$ cat src/rtl/pp_pkg.sv
// rtl/pp_pkg.sv - shared types, widths and truncation mask for the sequential partial-product multiplier
package pp_pkg;

  typedef enum logic [1:0] {
    ST_IDLE,
    ST_RUN,
    ST_DONE
  } state_t;

  localparam int unsigned DW_DEF = 8;
  localparam int unsigned PW_DEF = 2 * DW_DEF;

  // Ones everywhere except the TRUNC lowest columns, limited to the 2*DW product width.
  function automatic logic [63:0] trunc_mask(input int unsigned trunc, input int unsigned dw);
    logic [63:0] keep_hi;
    logic [63:0] keep_pw;
    keep_hi = ~64'd0 << trunc;
    keep_pw = (2 * dw >= 64) ? ~64'd0 : ~(~64'd0 << (2 * dw));
    return keep_hi & keep_pw;
  endfunction

endpackage

$ cat src/rtl/pp_row.sv
// rtl/pp_row.sv - one shifted, column-truncated partial-product row
module pp_row
  import pp_pkg::*;
#(
  parameter int unsigned DW    = DW_DEF,
  parameter int unsigned TRUNC = 0,
  localparam int unsigned PW   = 2 * DW,
  localparam int unsigned CW   = (DW > 1) ? $clog2(DW) : 1
) (
  input  logic [DW-1:0] muld,
  input  logic          mulr_bit,
  input  logic [CW-1:0] idx,
  output logic [PW-1:0] row
);

  localparam logic [63:0] MASK64 = trunc_mask(TRUNC, DW);
  localparam logic [PW-1:0] MASK = MASK64[PW-1:0];

  logic [PW-1:0] row_ext;

  always_comb begin
    row_ext = {{DW{1'b0}}, muld & {DW{mulr_bit}}};
    row     = (row_ext << idx) & MASK;
  end

endmodule

$ cat src/rtl/pp_seq_mult.sv
// rtl/pp_seq_mult.sv - iterative unsigned multiplier, one partial-product row per cycle,
// valid/ready on operand and result sides
module pp_seq_mult
  import pp_pkg::*;
#(
  parameter int unsigned DW    = DW_DEF,
  parameter int unsigned TRUNC = 0,
  localparam int unsigned PW   = 2 * DW,
  localparam int unsigned CW   = (DW > 1) ? $clog2(DW) : 1
) (
  input  logic          clk,
  input  logic          rst_n,
  input  logic          in_valid,
  output logic          in_ready,
  input  logic [DW-1:0] muld,
  input  logic [DW-1:0] mulr,
  output logic          out_valid,
  input  logic          out_ready,
  output logic [PW-1:0] prod,
  output logic          busy
);

  localparam logic [CW-1:0] CNT_LAST = CW'(DW - 1);
  localparam logic [CW-1:0] CNT_ONE  = CW'(1);

  state_t        state_q, state_d;
  logic [DW-1:0] muld_q, muld_d;
  logic [DW-1:0] mulr_q, mulr_d;
  logic [PW-1:0] acc_q, acc_d;
  logic [CW-1:0] cnt_q, cnt_d;
  logic          out_valid_q, out_valid_d;
  logic          busy_q, busy_d;
  logic [PW-1:0] row;
  logic          accept;

  pp_row #(
    .DW   (DW),
    .TRUNC(TRUNC)
  ) u_row (
    .muld    (muld_q),
    .mulr_bit(mulr_q[cnt_q]),
    .idx     (cnt_q),
    .row     (row)
  );

  // DONE may hand off its result and take new operands in the same cycle.
  assign in_ready  = (state_q == ST_IDLE) | ((state_q == ST_DONE) & out_ready);
  assign accept    = in_valid & in_ready;
  assign out_valid = out_valid_q;
  assign busy      = busy_q;
  assign prod      = acc_q;

  always_comb begin
    state_d     = state_q;
    muld_d      = muld_q;
    mulr_d      = mulr_q;
    acc_d       = acc_q;
    cnt_d       = cnt_q;
    out_valid_d = out_valid_q;
    busy_d      = busy_q;
    case (state_q)
      ST_IDLE, ST_DONE: begin
        if (accept) begin
          muld_d      = muld;
          mulr_d      = mulr;
          acc_d       = '0;
          cnt_d       = '0;
          state_d     = ST_RUN;
          out_valid_d = 1'b0;
          busy_d      = 1'b1;
        end else if (state_q == ST_DONE && out_ready) begin
          state_d     = ST_IDLE;
          out_valid_d = 1'b0;
        end
      end
      ST_RUN: begin
        acc_d = acc_q + row;
        cnt_d = cnt_q + CNT_ONE;
        if (cnt_q == CNT_LAST) begin
          cnt_d       = '0;
          state_d     = ST_DONE;
          out_valid_d = 1'b1;
          busy_d      = 1'b0;
        end
      end
      default: begin
        state_d     = ST_IDLE;
        out_valid_d = 1'b0;
        busy_d      = 1'b0;
      end
    endcase
  end

  always_ff @(posedge clk or negedge rst_n) begin
    if (!rst_n) begin
      state_q     <= ST_IDLE;
      muld_q      <= '0;
      mulr_q      <= '0;
      acc_q       <= '0;
      cnt_q       <= '0;
      out_valid_q <= 1'b0;
      busy_q      <= 1'b0;
    end else begin
      state_q     <= state_d;
      muld_q      <= muld_d;
      mulr_q      <= mulr_d;
      acc_q       <= acc_d;
      cnt_q       <= cnt_d;
      out_valid_q <= out_valid_d;
      busy_q      <= busy_d;
    end
  end

endmodule

$ cat config.mk
export PLATFORM = sky130hd
export DESIGN_NAME = pp_seq_mult
export DESIGN_NICKNAME = d
export VERILOG_FILES = /design/src/rtl/pp_pkg.sv /design/src/rtl/pp_row.sv /design/src/rtl/pp_seq_mult.sv
export SDC_FILE = /design/constraint.sdc
export NUM_CORES = 1
export LEC_CHECK = 0
export CAP_MARGIN = 5
export CORE_ASPECT_RATIO = 1.5
export CORE_MARGIN = 2
export CORE_UTILIZATION = 59
export CTS_CLUSTER_SIZE = 16
export DETAILED_ROUTE_END_ITERATION = 10
export GPL_ROUTABILITY_DRIVEN = 0
export PLACE_DENSITY_LB_ADDON = 0.12
export SLEW_MARGIN = 20
export SYNTH_ARGS = -nofsm -noshare
export SYNTH_HDL_FRONTEND = slang
export SYNTH_SLANG_ARGS = --single-unit
$ cat constraint.sdc
create_clock -name clk -period 9.1 [get_ports clk]
set_input_delay 0.91 -clock clk [delete_from_list [all_inputs] [get_ports clk]]
set_output_delay 0.91 -clock clk [all_outputs]
set_load 0.01 [all_outputs]
==> impl.org <==
** Floorplanning
- Top-Level Pins :: 39
- The initial utilization of the core area, before any placement, comes to 60.7%.
- The floorplan has 30 rows.
- Die ar. :: 5170 um^2
- Measured along the y axis, the die boundary spans 87.0 um.
- Placeable core region :: 4470 um^2
- Die W :: 59.4 um

** Clock network
- Post-CTS repair changed the size of 0 cells.
- Buffers added to address setup during post-CTS repair amount to 0.
- In this run, post-CTS hold repair placed 0 buffers.
- The clock tree synthesis step divided the H-tree into 2 levels.
- CTS tree :: done
- After clock tree synthesis, the clock-pin slew on the worst setup and hold paths is 0.08 ns.
- The clock drives 38 sinks.
- Clock latency on the worst-skew pair, taken at its later pin, is 0.30 ns.
- Num CTS Buffers :: 5
- The clock passes through at most 2 buffers.
- CTS placed an instance of clkbuf_8 at the clock tree root.

** GRT
- The global routing stage identified its most utilized layer as met2.
- Pin count of the biggest net entering global routing :: 39
- Via count of the first global-routing pass :: 2185
- Antenna violations before repair :: 0
- Global-route usage over all layers :: 24.3%
- Summed over all layers, the global routing overflow is 0.
- Wire length of the first global-routing pass :: 9700 um
- Met3 capacity usage during global routing :: 3.27%
- Met1 layer usage reported by global route :: 30.7%
- Global routing used 39.7% of the available met2 tracks.

** Detailed routing
- Routed vias/inst :: 6.03
- Summed over all layers, the routed wires come to 5660 um.
- DRC violations left :: 0
- The detail route stage leaves a number of antenna-violating nets equal to 0.
- In this run, the number of DRC markers left after iteration 0 of detailed routing was 130.
- Vias :: 2250
- The first detailed-routing pass took 4 iterations.
- Dividing the detail-routed wire length by the instance count gives 15.2 um.

** Finish
- Leaving out fill and tap cells, the most frequent cell in the layout is dfrtp_1.
- From synthesis to final layout, the design area changed by 17.5%.
- FILL cells :: 348
- Fraction of final layout cells sized beyond drive strength 1 :: 12.3%
- The finished layout holds 373 standard cells, fillers aside.
- The final layout contains 363 nets.
- Antenna cell count :: 0
- Core Util, Final :: 71.3%
- With fillers left out, the area of the finished cells amounts to 3190 um^2.
- Leading cell types in the layout, fill and taps excluded :: dfrtp_1 (38), clkdlybuf4s50_1 (37), nand2_1 (32)

** Synthesis
- Number of synthesized register bits :: 38
- Sequential fraction of the synthesis area :: 35.1%
- After synthesis, the share of cell area in mux cells is 14.1%.
- Synthesized netlist net count :: 336
- The Yosys step of the flow raised 0 warnings.
- Synthesized-area fraction occupied by xor and xnor cells :: 3.23%
- The synthesized design contains 0 enable-type register cells.
- Mean post-synth cell area :: 9.13 um^2
- Cell type with the highest aggregate area in the netlist :: dfrtp_1
- Distinct cells, synth :: 45
- Synth Area in Compound Gates :: 15.4%
- Share of flip-flops with an asynchronous set or reset :: 100%
- Synthesis produced a netlist whose cell count is 297.
- The share of synthesized area in the top cell type comes to 35.1%.
- Synth Cell Area :: 2710 um^2
- After Yosys synthesis, full adders, half adders and majority gates account for 9.04% of the synthesized area.
- Most area-consuming cells after synthesis :: dfrtp_1 (35%), ha_1 (8.3%), mux2_2 (8.3%)
- Combinational family with the most area after synthesis :: simple AND/OR/NAND/NOR gates
- Of the total synthesized cell area, the portion taken by AND, OR, NAND and NOR gates is 18.0%.
- Among all flip-flop cells after synthesis, the most frequent one is dfrtp_1.

** Place
- IO buf count :: 38
- HPWL after DPL :: 4260 um
- Timing analysis after detailed placement gives a worst setup slack of 5.55 ns.
- Once placement finished, the instance area stood at 3040 um^2.
- Once placement completed, the tool counted placed cells totaling 365.

** Worst setup path
- Delay of the slowest cell on the worst path :: 0.76 ns
- At the worst endpoint, the required time is 9.30 ns.
- Combined buffer and inverter count along the critical path :: 0
- Grouping stages by cell kind, the critical path spends the most delay in simple AND/OR/NAND/NOR gates.
- The slowest stage of the critical path is the dfrtp_1 cell.
- For the worst setup path, the data arrival time is 3.75 ns.
- CP cell instances :: mux4_2 > nand2b_1 > and2_1 > nor2_1 > ha_1 > nand2_1 > or3_1 > o21ai_2 > a41oi_2 > a2111o_1 > o311ai_1
- Of all nets on the critical path, the largest fanout is 19.
- CP Capture Type :: flop
- STA classifies the critical path startpoint as a flop.
- Worst Setup Path Type :: reg -> reg
- Register-to-register setup slack :: 5.55 ns

** STA
- In the finished design, the share of the clock period the worst path needs comes to 39.1%.
- Adding up every negative setup slack in the final design gives 0 ns.
- Post-layout worst setup margin :: 5.55 ns
- At the pin with the least slew margin, the transition time is 0.833 ns.
- Setup violations remaining at the end of the flow were counted as 0.
- Setup repair after global routing missed its margin :: no
- Across the routed clock network, the largest skew measured is 0.00843 ns.
- Hold Vio Cnt, Final :: 0
- The tightest hold path in the finished design has a slack of 0.499 ns.
- For the finished layout, the period the worst path requires is 3.55 ns.
- The number of pins exceeding their max-slew limit in the final report came to 0.
- Fmax :: 0.281 GHz
- Measured against its own limit, the worst slew margin works out to 44.5%.

** Min path
- Worst min-delay path class :: reg -> reg

** Power
- Power spread over the standard cell area amounts to 421 nW/um^2.
- Across the VDD grid, the largest voltage drop is 192 uV.
- Post-route total power :: 1.34 mW
- In this run the static leakage power is 1.42 nW.

** Outcome
- Status :: finished, final reports clean

** Job
- Max Cap Viol :: 0
## cell usage after synthesis (all sizes together), types with 2 or more instances
library cell	number
a211oi	6
mux2i	10
inv	6
nand4	3
buf	5
mux2	21
clkbuf	15
nand2	32
a21oi	20
xnor2	2
o21ai	22
ha	18
or3	3
a21o	4
and2	2
dfrtp	38
mux4	2
xor2	8
nand3	20
nand2b	8
a31oi	5
nor3	5
nor2b	5
nor2	24
## cells by family (layout without fill, tap and decap cells)
kind of cell             after synthesis  in the layout
AND/OR/NAND/NOR                      105            105
AO/OA/AOI/OAI                         66             66
flip-flops                            38             38
multiplexers                          33             33
buffers and inverters                 26             54
adder cells (fa/ha/maj)               19             19
XOR/XNOR                              10             10
## tightest hold or removal path: cells and delay by family, from the launching register on
| family | cells | cell delay (ns) |
|---|---|---|
| flip-flops | 1 | 0.35 |
| AND/OR/NAND/NOR | 2 | 0.12 |
## power breakdown
part | switching, mW | internal [mW]
clock network | 0.0626 | 0.117
registers | 0.0950 | 0.253
logic | 0.439 | 0.375
## worst paths after layout
| kind | start | to | depth (start not counted) |
|---|---|---|---|
| setup / recovery | cnt_q[0]$_DFFE_PN0P_ | prod[15]$_DFFE_PN0P_ | 11 |
| hold / removal | busy$_DFFE_PN0P_ | busy$_DFFE_PN0P_ | 2 |
| setup reg to reg | cnt_q[0]$_DFFE_PN0P_ | prod[15]$_DFFE_PN0P_ | 11 |
| hold reg to reg | busy$_DFFE_PN0P_ | busy$_DFFE_PN0P_ | 2 |
| max in group asynchronous | rst_n | muld_q[5]$_DFFE_PN0P_ | 1 |
| min in group asynchronous | rst_n | prod[15]$_DFFE_PN0P_ | 1 |
## flip-flops by register name, summed over array words and instances, names as in the netlist
name       count
muld_q         8
mulr_q         8
prod          16
state_q        1
cnt_q          3
out_valid      1
busy           1
## layer usage
layer  wire length [um]  vias to the layer above
met2               2960                       57
met5                  0                        -
li1                   -                     1114
met1               2350                     1064
met3                188                       15
met4                159                        0
## cell type report
cell class / instances / area [um^2] / share of cell area, %
sequential: 38 / 951 / 29.8
clock buffer: 6 / 82.6 / 2.59
tap: 48 / 60.1 / 1.88
timing repair buffer: 40 / 390 / 12.2
inverter: 6 / 22.5 / 0.707
multi-input combinational: 233 / 1620 / 50.8
clock inverter: 2 / 60.1 / 1.88
No activity file was read; power rests on OpenSTA's default activity.
